## src/rtl/add32_acc_if.sv

```systemverilog
`default_nettype none
// ============================================================================
// Module   : add32_acc_if
// Brief    : Operand stream and result handshake bundle for add32_acc.
//            ADD32_ACC_SUB_EN adds the per-beat in_sub qualifier.
// Revision : 1.0 - initial release
// ============================================================================
interface add32_acc_if #(
    parameter int COUNT_W = 8
);
    logic               start;
    logic               in_valid;
    logic               in_ready;
    logic [31:0]        in_data;
    logic               in_last;
`ifdef ADD32_ACC_SUB_EN
    logic               in_sub;
`endif
    logic               out_valid;
    logic               out_ready;
    logic [31:0]        out_sum;
    logic               out_c;
    logic               out_flower;
    logic [COUNT_W-1:0] out_count;

    modport master (
`ifdef ADD32_ACC_SUB_EN
        output in_sub,
`endif
        output start, in_valid, in_data, in_last, out_ready,
        input  in_ready, out_valid, out_sum, out_c, out_flower, out_count
    );

    modport slave (
`ifdef ADD32_ACC_SUB_EN
        input  in_sub,
`endif
        input  start, in_valid, in_data, in_last, out_ready,
        output in_ready, out_valid, out_sum, out_c, out_flower, out_count
    );
endinterface
`default_nettype wire

```

## src/rtl/add32_acc.sv

```systemverilog
`default_nettype none
// ============================================================================
// Module   : add32_acc
// Brief    : Packet accumulator with sticky carry/overflow and saturating
//            beat count. Define ADD32_ACC_SUB_EN for per-beat subtraction.
// Revision : 1.0 - initial release
// ============================================================================
module add32_acc #(
    parameter int COUNT_W = 8
) (
    input  logic        clk,
    input  logic        rst_n,
    add32_acc_if.slave  bus
);
    typedef enum logic [1:0] {
        S_IDLE = 2'd0,
        S_ACC  = 2'd1,
        S_DONE = 2'd2
    } state_t;

    localparam logic [COUNT_W-1:0] c_count_max = '1;

    state_t             r_state;
    state_t             w_state_next;
    logic               w_in_ready;
    logic               w_out_valid;
    logic               w_fire;
    logic               w_clear;
    logic               w_sub;
    logic [31:0]        w_operand;
    logic [32:0]        w_sum33;
    logic               w_ovf;
    logic [31:0]        r_acc;
    logic               r_c;
    logic               r_flower;
    logic [COUNT_W-1:0] r_count;

`ifdef ADD32_ACC_SUB_EN
    assign w_sub = bus.in_sub;
`else
    assign w_sub = 1'b0;
`endif

    // Subtraction reuses the adder as acc + ~in_data + 1.
    assign w_operand = w_sub ? ~bus.in_data : bus.in_data;
    assign w_sum33   = {1'b0, r_acc} + {1'b0, w_operand} + {32'd0, w_sub};
    assign w_ovf     = (r_acc[31] == w_operand[31]) && (w_sum33[31] != r_acc[31]);

    assign w_fire  = w_in_ready && bus.in_valid;
    assign w_clear = (r_state == S_IDLE) && bus.start;

    always_ff @(posedge clk or negedge rst_n) begin
        if (!rst_n) begin
            r_state <= S_IDLE;
        end else begin
            r_state <= w_state_next;
        end
    end

    always_comb begin
        w_state_next = r_state;
        w_in_ready   = 1'b0;
        w_out_valid  = 1'b0;
        case (r_state)
            S_IDLE: begin
                if (bus.start) begin
                    w_state_next = S_ACC;
                end
            end
            S_ACC: begin
                w_in_ready = 1'b1;
                if (bus.in_valid && bus.in_last) begin
                    w_state_next = S_DONE;
                end
            end
            S_DONE: begin
                w_out_valid = 1'b1;
                if (bus.out_ready) begin
                    w_state_next = S_IDLE;
                end
            end
            default: begin
                w_state_next = S_IDLE;
            end
        endcase
    end

    always_ff @(posedge clk or negedge rst_n) begin
        if (!rst_n) begin
            r_acc    <= 32'd0;
            r_c      <= 1'b0;
            r_flower <= 1'b0;
            r_count  <= '0;
        end else if (w_clear) begin
            r_acc    <= 32'd0;
            r_c      <= 1'b0;
            r_flower <= 1'b0;
            r_count  <= '0;
        end else if (w_fire) begin
            r_acc    <= w_sum33[31:0];
            r_c      <= r_c | w_sum33[32];
            r_flower <= r_flower | w_ovf;
            if (r_count != c_count_max) begin
                r_count <= r_count + 1'b1;
            end
        end
    end

    // Results stay on the port after DONE until the next start clears them.
    assign bus.in_ready   = w_in_ready;
    assign bus.out_valid  = w_out_valid;
    assign bus.out_sum    = r_acc;
    assign bus.out_c      = r_c;
    assign bus.out_flower = r_flower;
    assign bus.out_count  = r_count;
endmodule
`default_nettype wire

```

## src/flat_wrapper.sv

```systemverilog
// flat-port wrapper written by rule: the top's interface ports become plain ports
module add32_acc_flat 
#(
    parameter int COUNT_W = 8
)
  (clk, rst_n, bus_start, bus_in_valid, bus_in_data, bus_in_last, bus_out_ready, bus_in_ready, bus_out_valid, bus_out_sum, bus_out_c, bus_out_flower, bus_out_count);
  add32_acc_if #(.COUNT_W(COUNT_W)) bus_i ();
  input  logic clk;
  input  logic rst_n;
  input wire logic [$bits(bus_i.start)-1:0] bus_start;
  input wire logic [$bits(bus_i.in_valid)-1:0] bus_in_valid;
  input wire logic [$bits(bus_i.in_data)-1:0] bus_in_data;
  input wire logic [$bits(bus_i.in_last)-1:0] bus_in_last;
  input wire logic [$bits(bus_i.out_ready)-1:0] bus_out_ready;
  output wire logic [$bits(bus_i.in_ready)-1:0] bus_in_ready;
  output wire logic [$bits(bus_i.out_valid)-1:0] bus_out_valid;
  output wire logic [$bits(bus_i.out_sum)-1:0] bus_out_sum;
  output wire logic [$bits(bus_i.out_c)-1:0] bus_out_c;
  output wire logic [$bits(bus_i.out_flower)-1:0] bus_out_flower;
  output wire logic [$bits(bus_i.out_count)-1:0] bus_out_count;
  assign bus_i.start = bus_start;
  assign bus_i.in_valid = bus_in_valid;
  assign bus_i.in_data = bus_in_data;
  assign bus_i.in_last = bus_in_last;
  assign bus_i.out_ready = bus_out_ready;
  assign bus_in_ready = bus_i.in_ready;
  assign bus_out_valid = bus_i.out_valid;
  assign bus_out_sum = bus_i.out_sum;
  assign bus_out_c = bus_i.out_c;
  assign bus_out_flower = bus_i.out_flower;
  assign bus_out_count = bus_i.out_count;
  add32_acc #(.COUNT_W(COUNT_W)) u_core (.clk(clk), .rst_n(rst_n), .bus(bus_i));
endmodule
```

## config.mk

```make
export PLATFORM = sky130hd
export DESIGN_NAME = add32_acc_flat
export DESIGN_NICKNAME = d
export VERILOG_FILES = /design/src/rtl/add32_acc_if.sv /design/src/rtl/add32_acc.sv /design/src/flat_wrapper.sv
export SDC_FILE = /design/constraint.sdc
export NUM_CORES = 1
export LEC_CHECK = 0
export CAP_MARGIN = 25
export CORE_UTILIZATION = 51
export CTS_CLUSTER_DIAMETER = 30
export DETAILED_ROUTE_END_ITERATION = 10
export PLACE_DENSITY = 0.82
export REMOVE_ABC_BUFFERS = 1
export SLEW_MARGIN = 10
export SYNTH_ARGS = -nofsm -noshare
export SYNTH_HDL_FRONTEND = slang
export SYNTH_SLANG_ARGS = --single-unit
```

## constraint.sdc

```tcl
create_clock -name clk -period 3.65 [get_ports clk]
set_input_delay 0.73 -clock clk [delete_from_list [all_inputs] [get_ports clk]]
set_output_delay 0.73 -clock clk [all_outputs]
set_load 0.005 [all_outputs]
```

==> flow_metrics.py <==
metrics = {
    "setup_path": {
        "path_class": "input pin to register",
        "worstPathRequired_ns": 3.84,
        "cp-start-kind": "input pin",
        "endpoint_kind": "register",
        "cpPeakStageDelay_ns": 0.45,
        "reg2regPathDepth": 11,
        "crit_arrival_ns": 3.53,
        "slowest_stage": "clkdlybuf4s50_1",
        "cp_top_family": "compound AO/OA/AOI/OAI gates",
        "cp.depth": 12,
        "path_cells": "clkdlybuf4s50_1, ha_1, inv_1, fa_1, nand2b_1, a21o_1, a31o_1, a211o_1, o41ai_4, a311oi_1, xnor2_1, o21ai_1",
        "critical_path_buf_inv_count": 2,
        "path_max_fanout": 4,
    },
    "power": {
        "switching_share_pct": 42.8,
        "p_leak_uw": 0.00200,
        "pwr-share-clk_pct": 12.7,
        "p_comb_share_pct": 61.9,
        "p_int_uw": 1800,
        "power.density_nw_per_um2": 711,
        "vdd_drop_max_mv": 0.453,
        "p_seq_share_pct": 25.5,
        "switchingPower_uw": 1350,
    },
    "cells_and_area": {
        "multiInputGateArea_um2": 2220,
        "drive_gt1_share_pct": 4.76,
        "syn_to_final_growth_pct": 29.9,
        "ff_latch_area_um2": 1100,
        "antenna_cells": 0,
        "fin_nets": 554,
        "fillers": 539,
    },
    "yosys": {
        "seq_area_frac_synth_pct": 32.3,
        "yosys.area_share.simple_pct": 17.7,
        "synth_top_family_by_area": "compound AO/OA/AOI/OAI gates",
        "yosys_warnings": 0,
        "synth_enable_flop_cells": 0,
        "postSynthAreaPerCell_um2": 8.47,
        "async_flop_share_pct": 100,
        "synthAdderAreaFrac_pct": 12.7,
        "syn_area_um2": 3410,
        "synth_xor_area_share_pct": 8.74,
        "yosysUniqueCellTypes": 49,
        "ys_seq_elements": 44,
        "synth_compound_area_share_pct": 25.3,
        "netlist_instances": 402,
        "synth_flop_cell": "dfrtp_1",
        "synthMuxAreaShare_pct": 0.625,
    },
    "floorplan": {
        "core_area_um2": 6390,
        "die_w_um": 83.7,
        "num_rows": 29,
        "die-area_um2": 7010,
        "initial_utilization_pct": 53.3,
        "io_pins": 82,
        "die_h_um": 83.7,
    },
    "clock_network": {
        "cts_hold_buf": 0,
        "clkSinkCount": 44,
        "ctsResizeCount": 0,
        "clock_path_buffers": 2,
        "clkTransAtPathRegs_ns": 0.09,
        "cts_tree": "yes",
        "insertion_delay_ns": 0.31,
        "cts-root-buf": "clkbuf_8",
        "cts_setup_buffers": 0,
        "cts_made_buffers": 5,
        "htreeDepth": 2,
    },
    "timing": {
        "fmax_ghz": 0.299,
        "setup_viol": 0,
        "maxSlewViolCount": 0,
        "finalCriticalPeriod_ns": 3.35,
        "setup_ws_ns": 0.303,
        "skew_ns": 0.00381,
        "relSlewSlack_pct": 62.1,
        "fin_crit_sh_pct": 91.7,
        "tns_ns": 0,
        "rsz0062_at_grt": "no",
        "worstMarginPinSlew_ns": 0.567,
        "hold_viol_final": 0,
    },
    "global_routing": {
        "grt_overflow": 0,
        "antenna_found_initial": 0,
        "grt_max_degree": 45,
        "grt_pass1_vias": 3105,
        "grt_pass1_wl_um": 14100,
        "track_usage_pct": 24.4,
    },
    "placed_design": {
        "dp_worst_setup_slack_ns": -0.0199,
        "hpwl_um": 6290,
        "gp_congestion": 0.887,
        "port-buffer-count": 81,
    },
    "route": {
        "wl_per_cell_um": 15.1,
        "avgViaCountPerCell": 5.88,
        "drc": 0,
        "drtIter0Drc": 111,
        "drtAntennaViolNets": 0,
        "via_count": 3294,
        "drtPass1Iterations": 4,
        "wl_um": 8440,
    },
    "status": {
        "status": "completed",
    },
    "hold_path": {
        "hold_class": "input pin to asynchronous set/reset pin",
    },
    "flow_run": {
        "maxCapViolations": 0,
    },
}
==> metal layers <==
layer | routed length [um] | global-route usage [%] | share of wire (%)
met1 | 3750 | 31.1 | 44
met4 | 114 | 7.40 | 1.4
met5 | 0 | 0 | 0
met2 | 4040 | 41.7 | 48
met3 | 545 | 5.14 | 6.5
==> power by group through the flow <==
| stage | Clock [uW] | Sequential (uW) | Combinational (uW) |
|---|---|---|---|
| 2_1_floorplan | 0 | 799 | 1240 |
| 6_report | 398 | 801 | 1950 |
| 3_5_place_dp | 0 | 809 | 1930 |
| 4_1_cts | 406 | 803 | 1940 |
| 3_3_place_gp | 0 | 802 | 1880 |
| 5_1_grt | 431 | 826 | 2160 |
==> cells in the final DEF, fill, tap and decap left out, types with 8 or more instances in the layout <==
cell type	Yosys	layout
a21o_1	13	13
a21oi_1	40	40
clkdlybuf4s50_1	0	80
nor3_1	8	8
xnor2_1	17	17
ha_1	33	33
dfrtp_1	44	44
xor2_1	17	17
inv_1	10	10
nand3_1	8	8
nor2_1	25	24
o21ai_1	10	10
nand2_1	55	55
o21ai_0	35	35
==> cells in the mapped netlist (5+ instances only) <==
cell	n	share of area, %
nor3_1	8	1.2
dfrtp_1	44	32
o21ai_0	35	5.1
inv_1	10	1.1
a21o_1	13	2.9
and3_1	6	1.1
xnor2_1	17	4.4
nand2_1	55	6.1
a31oi_1	5	0.92
xor2_1	17	4.4
clkbuf_1	11	1.2
nand3_1	8	1.2
o21ai_1	10	1.5
nor2b_1	6	1.1
nor2_1	25	2.8
o211ai_1	6	1.3
a21oi_1	40	5.9
ha_1	33	12
==> final timing paths <==
| check | startpoint | to | slack [ns] |
|---|---|---|---|
| setup reg to reg | u_core.bus.out_sum[0]$_DFFE_PN0P_ | u_core.bus.out_sum[26]$_DFFE_PN0P_ | 0.77 |
| setup / recovery | bus_in_data[0] | u_core.bus.out_sum[26]$_DFFE_PN0P_ | 0.30 |
| min in group clk | u_core.bus.out_flower$_DFFE_PN0P_ | u_core.bus.out_flower$_DFFE_PN0P_ | 0.50 |
| hold reg to reg | u_core.bus.out_flower$_DFFE_PN0P_ | u_core.bus.out_flower$_DFFE_PN0P_ | 0.50 |
| hold / removal | rst_n | u_core.bus.out_sum[15]$_DFFE_PN0P_ | 0.31 |
| max in group asynchronous | rst_n | u_core.bus.out_sum[14]$_DFFE_PN0P_ | 2.87 |
==> registers in the layout, indices dropped and copies added (netlist names) <==
name                   count
u_core.bus.out_c           1
u_core.bus.out_flower      1
u_core.r_state             2
u_core.bus.out_count       8
u_core.bus.out_sum        32
==> logic make-up (layout without fill, tap and decap cells) <==
kind of cell / after synthesis / after routing
compound gates: 136 / 136
simple gates: 129 / 129
flops: 44 / 44
fa+ha+maj: 34 / 34
xor+xnor: 34 / 34
buf+inv: 23 / 104
mux: 2 / 2
==> metrics by stage <==
| stage | instances | hold slack [ns] | utilization (%) | total power (uW) | instance area, um^2 |
|---|---|---|---|---|---|
| global placement | 551 | 0.470 | 67.2 | 2680 | 4290 |
| finish | 560 | 0.310 | 69.3 | 3150 | 4420 |
| detailed placement | 551 | 0.486 | 67.2 | 2740 | 4290 |
| floorplan | 389 | 0.434 | - | 2040 | 3350 |
| CTS | 559 | 0.507 | 69.0 | 3150 | 4400 |
| global route | 560 | 0.321 | 69.3 | 3410 | 4420 |
==> cell type report <==
cell class                 count  area share, %
sequential                    44           24.9
clock buffer                   5           1.56
clock inverter                 3           1.05
multi-input combinational    335           50.1
inverter                      10          0.848
tap                           77           2.18
timing repair buffer          86           19.3
Note: power is estimated with default switching activity, not from simulation.
